**src/rtl/line_buffer_pkg.sv**
```systemverilog
// Shared ASCII codes, printable range and FSM state encodings for the
// keyboard line-editing stage.
package line_buffer_pkg;

  localparam logic [7:0] ASCII_BS       = 8'h08;
  localparam logic [7:0] ASCII_CR       = 8'h0D;
  localparam logic [7:0] ASCII_PRINT_LO = 8'h20;
  localparam logic [7:0] ASCII_PRINT_HI = 8'h7E;

  localparam logic [1:0] ST_EDIT = 2'd0;
  localparam logic [1:0] ST_SEND = 2'd1;
  localparam logic [1:0] ST_TERM = 2'd2;

  // True for codes that are stored in the line (space through tilde).
  function automatic logic is_printable(input logic [7:0] code);
    return (code >= ASCII_PRINT_LO) && (code <= ASCII_PRINT_HI);
  endfunction

endpackage

```
**src/rtl/line_buffer_if.sv**
```systemverilog
// Edit-strobe input, valid/ready output stream and status flags of the
// line buffer. The slave modport is the line buffer itself, the master
// modport is the surrounding keyboard/consumer logic.
interface line_buffer_if #(
  parameter int ADDR_W = 4
);
  logic              i_en;
  logic [7:0]        i_ascii;
  logic [7:0]        o_dat;
  logic              o_valid;
  logic              i_ready;
  logic [ADDR_W:0]   o_len;
  logic              o_full;
  logic              o_busy;
  logic              o_drop;

  modport master (
    output i_en, i_ascii, i_ready,
    input  o_dat, o_valid, o_len, o_full, o_busy, o_drop
  );

  modport slave (
    input  i_en, i_ascii, i_ready,
    output o_dat, o_valid, o_len, o_full, o_busy, o_drop
  );
endinterface

```
**src/rtl/line_buffer_ram.sv**
```systemverilog
// Character storage for one line: synchronous write, asynchronous read.
module line_ram #(
  parameter int DEPTH  = 16,
  parameter int ADDR_W = 4
) (
  input  logic              clk,
  input  logic              we,
  input  logic [ADDR_W-1:0] waddr,
  input  logic [7:0]        wdat,
  input  logic [ADDR_W-1:0] raddr,
  output logic [7:0]        rdat
);

  logic [7:0] mem [DEPTH];

  // Store a character at the write address when enabled.
  // NOTE: contents carry no reset; len gates which entries are meaningful,
  // so clearing them would only cost flops and reset routing.
  always_ff @(posedge clk) begin
    if (we) mem[waddr] <= wdat;
  end

  assign rdat = mem[raddr];

endmodule

```
**src/rtl/line_buffer.sv**
```systemverilog
// Line editor: collects printable characters, applies backspace, and on
// Enter streams the line followed by a carriage return over valid/ready.
module line_buffer
  import line_buffer_pkg::*;
#(
  parameter int DEPTH  = 16,
  parameter int ADDR_W = $clog2(DEPTH)
) (
  input  logic        clk,
  input  logic        i_sclr,
  line_buffer_if.slave bus
);

  localparam logic [ADDR_W:0] DEPTH_L = (ADDR_W+1)'(DEPTH);

  logic [1:0]        state_q, state_d;
  logic [ADDR_W:0]   len_q, len_d;
  logic [ADDR_W-1:0] rd_ptr_q, rd_ptr_d;
  logic              drop_q, drop_d;
  logic              we;
  logic [7:0]        rdat;

  line_ram #(.DEPTH(DEPTH), .ADDR_W(ADDR_W)) u_ram (
    .clk   (clk),
    .we    (we),
    .waddr (len_q[ADDR_W-1:0]),
    .wdat  (bus.i_ascii),
    .raddr (rd_ptr_q),
    .rdat  (rdat)
  );

  // Next-state logic for the edit/send/terminate sequence.
  // NOTE: every signal gets a default before the case so no path leaves it
  // unassigned, which would otherwise infer a latch.
  always_comb begin
    state_d  = state_q;
    len_d    = len_q;
    rd_ptr_d = rd_ptr_q;
    drop_d   = 1'b0;
    we       = 1'b0;
    case (state_q)
      ST_EDIT: begin
        if (bus.i_en) begin
          if (is_printable(bus.i_ascii)) begin
            if (len_q < DEPTH_L) begin
              we    = 1'b1;
              len_d = len_q + 1'b1;
            end else begin
              drop_d = 1'b1;
            end
          end else if (bus.i_ascii == ASCII_BS) begin
            if (len_q != '0) len_d = len_q - 1'b1;
          end else if (bus.i_ascii == ASCII_CR) begin
            rd_ptr_d = '0;
            state_d  = (len_q != '0) ? ST_SEND : ST_TERM;
          end
        end
      end
      ST_SEND: begin
        drop_d = bus.i_en;
        if (bus.i_ready) begin
          if ({1'b0, rd_ptr_q} == len_q - 1'b1) state_d = ST_TERM;
          else rd_ptr_d = rd_ptr_q + 1'b1;
        end
      end
      ST_TERM: begin
        drop_d = bus.i_en;
        if (bus.i_ready) begin
          len_d    = '0;
          rd_ptr_d = '0;
          state_d  = ST_EDIT;
        end
      end
      default: state_d = ST_EDIT;
    endcase
  end

  // State registers; reset abandons any line in flight.
  // NOTE: sequential state uses non-blocking assignments so every flop
  // samples values from before the edge.
  always_ff @(posedge clk or posedge i_sclr) begin
    if (i_sclr) begin
      state_q  <= ST_EDIT;
      len_q    <= '0;
      rd_ptr_q <= '0;
      drop_q   <= 1'b0;
    end else begin
      state_q  <= state_d;
      len_q    <= len_d;
      rd_ptr_q <= rd_ptr_d;
      drop_q   <= drop_d;
    end
  end

  // Outputs depend on registered state only, never on i_ready.
  always_comb begin
    case (state_q)
      ST_SEND: bus.o_dat = rdat;
      ST_TERM: bus.o_dat = ASCII_CR;
      default: bus.o_dat = 8'h00;
    endcase
  end

  assign bus.o_valid = (state_q == ST_SEND) || (state_q == ST_TERM);
  assign bus.o_busy  = bus.o_valid;
  assign bus.o_len   = len_q;
  assign bus.o_full  = (len_q == DEPTH_L);
  assign bus.o_drop  = drop_q;

endmodule

```
**src/flat_wrapper.sv**
```systemverilog
// flat-port wrapper written by rule: the top's interface ports become plain ports
module line_buffer_flat import line_buffer_pkg::*;
#(
  parameter int DEPTH  = 16,
  parameter int ADDR_W = $clog2(DEPTH)
)
  (clk, i_sclr, bus_i_en, bus_i_ascii, bus_i_ready, bus_o_dat, bus_o_valid, bus_o_len, bus_o_full, bus_o_busy, bus_o_drop);
  line_buffer_if #(.ADDR_W(ADDR_W)) bus_i ();
  input  logic clk;
  input  logic i_sclr;
  input wire logic [$bits(bus_i.i_en)-1:0] bus_i_en;
  input wire logic [$bits(bus_i.i_ascii)-1:0] bus_i_ascii;
  input wire logic [$bits(bus_i.i_ready)-1:0] bus_i_ready;
  output wire logic [$bits(bus_i.o_dat)-1:0] bus_o_dat;
  output wire logic [$bits(bus_i.o_valid)-1:0] bus_o_valid;
  output wire logic [$bits(bus_i.o_len)-1:0] bus_o_len;
  output wire logic [$bits(bus_i.o_full)-1:0] bus_o_full;
  output wire logic [$bits(bus_i.o_busy)-1:0] bus_o_busy;
  output wire logic [$bits(bus_i.o_drop)-1:0] bus_o_drop;
  assign bus_i.i_en = bus_i_en;
  assign bus_i.i_ascii = bus_i_ascii;
  assign bus_i.i_ready = bus_i_ready;
  assign bus_o_dat = bus_i.o_dat;
  assign bus_o_valid = bus_i.o_valid;
  assign bus_o_len = bus_i.o_len;
  assign bus_o_full = bus_i.o_full;
  assign bus_o_busy = bus_i.o_busy;
  assign bus_o_drop = bus_i.o_drop;
  line_buffer #(.DEPTH(DEPTH), .ADDR_W(ADDR_W)) u_core (.clk(clk), .i_sclr(i_sclr), .bus(bus_i));
endmodule
```
**config.mk**
```make
export PLATFORM = sky130hd
export DESIGN_NAME = line_buffer_flat
export DESIGN_NICKNAME = d
export VERILOG_FILES = /design/src/rtl/line_buffer_pkg.sv /design/src/rtl/line_buffer_if.sv /design/src/rtl/line_buffer_ram.sv /design/src/rtl/line_buffer.sv /design/src/flat_wrapper.sv
export SDC_FILE = /design/constraint.sdc
export NUM_CORES = 1
export LEC_CHECK = 0
export ABC_AREA = 1
export BUFFER_PORTS_ARGS = -buffer_cell sky130_fd_sc_hd__buf_2
export CAP_MARGIN = 20
export CELL_PAD_IN_SITES_DETAIL_PLACEMENT = 0
export CELL_PAD_IN_SITES_GLOBAL_PLACEMENT = 1
export CORE_AREA = 2 2 136 138
export DETAILED_ROUTE_END_ITERATION = 10
export DIE_AREA = 0 0 138 140
export PLACE_DENSITY_LB_ADDON = 0.1
export SETUP_SLACK_MARGIN = 0.1
export SLEW_MARGIN = 20
export SYNTH_ARGS = -nofsm -noshare
export SYNTH_HDL_FRONTEND = slang
export SYNTH_SLANG_ARGS = --single-unit
```
**constraint.sdc**
```tcl
create_clock -name clk -period 2.9 [get_ports clk]
set_input_delay 0.58 -clock clk [delete_from_list [all_inputs] [get_ports clk]]
set_output_delay 0.58 -clock clk [all_outputs]
set_load 0.02 [all_outputs]
```
### Yosys cells after proc, flatten, opt, wreduce, memory -nomap -nowiden

Memory sizes are Yosys's and may differ from the RTL's.
Cells that the tools add are included.

* logic and storage cells: 73
* output and inout bits: 17
* memories: 1
* bits in registers: 12
* input bits: 12
* bits in writable memories: 128

* reductions and logical operators: 10
* $add $sub $neg: 3
* mux-type cells: 35
* order comparisons: 3
* equal/unequal tests: 17

Memory list
* u_core.u_ram.mem: words 16, width 8, rd ports 1, clocked after Yosys merged registers in 0, wr ports 1, line line_buffer_ram.sv:14 `logic [7:0] mem [DEPTH];`

Operators with widths (count)
* $mux 5: 6
* $mux 4: 7
* $eq 8x4->1 const B: 2
* $mux 2: 8
* $pmux 8 s2: 1
* $ne 2x2->1 const B: 6
* $pmux 4 s3: 1
* $pmux 5 s2: 1
* $mux 1: 9
* $ge 8x6->1 const B: 1
* $le 8x7->1 const B: 1
* $reduce_and 8->1: 1
* $reduce_and 7->1: 1
* $ne 3x1->1 const B: 2
* $pmux 2 s3: 1
* $reduce_and 6->1: 1
* $add 5x1->5 const B: 1
* $eq 4x5->1: 1
* $eq 5x5->1 const B: 1
* $lt 5x5->1 const B: 1
* $reduce_bool 5->1: 1
* $sub 5x1->5 const B: 1
* $add 4x1->4 const B: 1
* $ne 2x1->1 const B: 2
* other kinds (10): 10

### Longest topological paths before layout

* depth in word-level cells: 7
* gate-level depth with buffers: 13
* depth with buffers taken out: 13

### By module

From an unflattened synthesis, not the netlist that was laid out.

* cells, all modules: 735
* area, all modules: 6839.1 um^2

By module, submodules not included
* line_ram: times used 1, seq. area each 3843.7 um^2, cells an instance 543, area each 5606.6 um^2
* line_buffer: times used 1, seq. area each 300.3 um^2, cells an instance 192, area each 1232.4 um^2

### Worst setup path after synthesis

OpenSTA, ideal clock, no wires.

* path type: input -> register
* start point: input bus_i_ascii[5]
* end point: memory u_core.u_ram.mem[1][0], enable pin
* setup time: 0.370 ns
* slack: 0.823 ns
* data required time: 2.530 ns
* data arrival time: 1.707 ns
* buffers on the path: 0
* cell stages on the path: 8
* path through: inv_1 -> a21oi_1 -> nand2_1 -> nor2_1 -> nand2_1 -> nor2_2 -> nand2_1 -> nor2_1

* longest elaborated chain between the ends: 7
* elaborated cells between the ends (all ways): 8
* classes of those cells: 2 x order compare; 5 x mux; 1 x reduce/logical

RTL lines
* from (decl): line flat_wrapper.sv:12 `input wire logic [$bits(bus_i.i_ascii)-1:0] bus_i_ascii;`
* $ge 8x6->1 / $le 8x7->1 (equally long branches): line line_buffer_pkg.sv:16 `return (code >= ASCII_PRINT_LO) && (code <= ASCII_PRINT_HI);`
* $logic_and 1x1->1 *: line line_buffer_pkg.sv:16
* $mux 1 *: line line_buffer.sv:44 `if (is_printable(bus.i_ascii)) begin`
* $mux 1 *: line line_buffer.sv:43 `if (bus.i_en) begin`
* $mux 1 *: line line_buffer.sv:41 `case (state_q)`
* $mux 1 *: line line_buffer_ram.sv:20 `if (we) mem[waddr] <= wdat;`
* $mux 1 (not written as such) *: line line_buffer_ram.sv:20
* to (decl): line line_buffer_ram.sv:14

Every way passes the cells marked *; elsewhere a longest branch is shown, timed or not.

### Final worst setup path

* start point: register u_core.rd_ptr_q[0]
* end point: output bus_o_dat[5]

* longest elaborated chain between the ends: 2

RTL lines
* from (decl): line line_buffer.sv:18 `logic [ADDR_W-1:0] rd_ptr_q, rd_ptr_d;`
* from (signal assigned): line line_buffer.sv:90 `rd_ptr_q <= rd_ptr_d;`
* $mem_v2 16x8
* $pmux 8 s2: line line_buffer.sv:97 `case (state_q)`
* to (decl): line flat_wrapper.sv:14 `output wire logic [$bits(bus_i.o_dat)-1:0] bus_o_dat;`

No other way between the ends.

==> flow_metrics.env <==
export IMPL_leakagePower_nw=2.83
export IMPL_die_y_um=140
export IMPL_synthesis_area_mm2=0.00629
export IMPL_cts_sinks=140
export IMPL_grt_remaining_overflow=0
export IMPL_dpl_hpwl_um=11700
export IMPL_drtPass1Iterations=5
export IMPL_drive_gt1_frac=0.167
export IMPL_status="complete, no violations"
export IMPL_numCtsBuffers=17
export IMPL_min_period_ns=2.74
export IMPL_crit_start="u_core.rd_ptr_q[0]"
export IMPL_core_area_mm2=0.0178
export IMPL_finalHoldViolations=0
export IMPL_pwr_share_seq=0.363
export IMPL_drc_errors=0
export IMPL_peakVddDrop_mv=0.455
export IMPL_grt_use_total=0.186
export IMPL_p_per_area_mw_per_mm2=896
export IMPL_synthDistinctLibCells=25
export IMPL_critPathMaxFanout=10
export IMPL_most_common_layout_cells="nor2_1, edfxtp_1, nand2_1"
export IMPL_p_int_mw=4.26
export IMPL_grt_pass1_vias=4502
export IMPL_nets=674
export IMPL_antenna_cells=0
export IMPL_worstSetupEndpointType="primary output"
export IMPL_min_period_over_period=0.944
export IMPL_grt_setup_unrepaired="yes"
export IMPL_cts_buffer_depth=2
export IMPL_seq_area_frac_synth=0.658
export IMPL_post_dp_cell_area_mm2=0.00683
export IMPL_clk_pin_slew_ns=0.06
export IMPL_cp_arrival_ns=2.16
export IMPL_finalWorstSetupSlack_ns=0.164
export IMPL_wl_per_cell_um=20.5
export IMPL_h_tree_depth=4
export IMPL_grt_pass1_wl_um=26900
export IMPL_cts_tree="built"
export IMPL_hold_class="in -> async"
export IMPL_cp_required_ns=2.32
export IMPL_ant_nets=0
export IMPL_synth_cells=595
export IMPL_pre_cts_ws_ns=0.332
export IMPL_relSlewSlack=0.462
export IMPL_finalSetupViolCount=0
export IMPL_rows=49
export IMPL_power_switching_mw=2.48
export IMPL_areaGrowthSynthToFinish_pct=19.5
export IMPL_clk_latency_ns=0.42
export IMPL_power_frac_comb=0.344
export IMPL_grt_max_degree=50
export IMPL_syn_area_per_cell_um2=10.6
export IMPL_worst_pin_slew_ns=0.804
export IMPL_setup_tns_ns=0
export IMPL_cts_root_buffer="clkbuf_16"
export IMPL_port_buffers=28
export IMPL_power_switching_share=0.368
export IMPL_synth_nets=617
export IMPL_initial_core_util=0.354
export IMPL_crit_type="reg -> out"
export IMPL_place_congestion=0.809
export IMPL_io_pins=29
export IMPL_clkPwrFrac=0.292
export IMPL_routed_wl_um=18300
export IMPL_final_common_cell="nor2_1"
export IMPL_vias=4555
export IMPL_synth_seq_cells=140
export IMPL_ys_warn_count=0
export IMPL_cap_violations=0
export IMPL_r2r_start="u_core.bus.o_len[0]"
export IMPL_drt_initial_drc_count=322
export IMPL_avgViaCountPerCell=5.10
export IMPL_cp_start_kind="register"
export IMPL_die_x_um=138
export IMPL_finalClockSkew_ns=0.00824
export IMPL_antenna_found_initial=0
export IMPL_final_cell_area_mm2=0.00752
export IMPL_max_freq_ghz=0.365
export IMPL_drv_slew=0
export IMPL_die_area_mm2=0.0193
logic make-up (layout without fill, tap and decap cells):
| kind of cell | count (synthesis) | count (layout) | synth area share |
|---|---|---|---|
| flip-flops | 140 | 140 | 0.658 |
| XOR/XNOR | 3 | 3 | 0.00418 |
| AO/OA/AOI/OAI | 114 | 114 | 0.101 |
| buffers and inverters | 61 | 131 | 0.0447 |
| adder cells (fa/ha/maj) | 10 | 10 | 0.0199 |
| AND/OR/NAND/NOR | 267 | 267 | 0.172 |
worst max-delay path, stage by stage, from the launching register on:
cell,delay (ns)
dfrtp_2,0.45
buf_12,0.16
buf_6,0.16
o21ai_0,0.10
o211ai_1,0.30
nand3_1,0.19
a21oi_1,0.19
buf_2,0.19
cell type report:
type                            count  area, um2
Multi-Input combinational cell    394       1880
Inverter                           31        124
Clock buffer                       18        429
Clock inverter                     14        104
Tap cell                          229        287
Timing Repair Buffer               68        557
Fill cell                        1722      10300
Sequential cell                   140       4150
sequential cells by signal, summed over array words and instances (netlist names):
signal	count
u_core.bus.o_drop	1
u_core.u_ram.mem	128
u_core.bus.o_len	5
u_core.rd_ptr_q	4
u_core.state_q	2
worst paths after layout:
path	end	slack (ns)	cells after the start
max	bus_o_dat[5]	0.16	7
max in group asynchronous	u_core.rd_ptr_q[1]	2.34	2
min reg2reg	u_core.state_q[1]	0.54	2
min in group clk	u_core.bus.o_drop	0.43	3
min	u_core.state_q[0]	0.18	2
max reg2reg	u_core.u_ram.mem[0][1]	0.67	4
power groups by stage:
stage | Combinational [mW] | Sequential (mW) | Clock, mW
finish | 2.32 | 2.45 | 1.97
global route | 2.57 | 2.47 | 2.10
CTS | 2.17 | 2.43 | 2.00
detailed placement | 2.12 | 2.47 | 0
global placement | 2.14 | 2.46 | 0
floorplan | 1.49 | 2.46 | 0
cell usage after synthesis:
library cell	n	area (um2)
inv_2	3	11.3
or2_2	1	6.26
nor2_1	132	495
a21oi_1	16	80.1
nand2_1	90	338
buf_2	19	95.1
o22ai_1	1	6.26
xor2_1	2	17.5
clkbuf_1	3	11.3
buf_4	5	37.5
buf_6	1	11.3
o21ai_0	71	355
edfxtp_1	128	3840
inv_1	28	105
xnor2_1	1	8.76
ha_1	10	125
nand2_2	1	6.26
nand3_1	34	170
nand3b_1	1	7.51
clkbuf_2	2	10.0
dfrtp_1	12	300
nor2_2	5	31.3
nand3_2	2	20.0
o211ai_1	26	195
nor3_1	1	5.00
stage by stage:
stage	total power [mW]	hold WS (ns)	cells	utilization
after floorplan	3.94	0.445	595	-
after global placement	4.61	0.520	855	0.384
after detailed placement	4.59	0.525	855	0.384
after CTS	6.61	0.183	888	0.416
after global routing	7.14	0.222	894	0.423
final	6.74	0.183	894	0.423
layer usage:
layer,wire length (um),track usage,up-vias
li1,-,-,2178
met1,8530,0.247,2242
met2,8820,0.304,110
met3,632,0.0434,25
met4,365,0.0628,0
met5,0,0,-
repair_timing:
action / 4_1_cts / 5_1_grt
pin swaps: 0 / 3
endpoints found under the setup margin: 8 / 4
resized for setup: 2 / 10
gates cloned: 1 / 3
buffers inserted: 0 / 3
hold buffers: 0 / 0
Note: power is estimated with default switching activity, not from simulation.
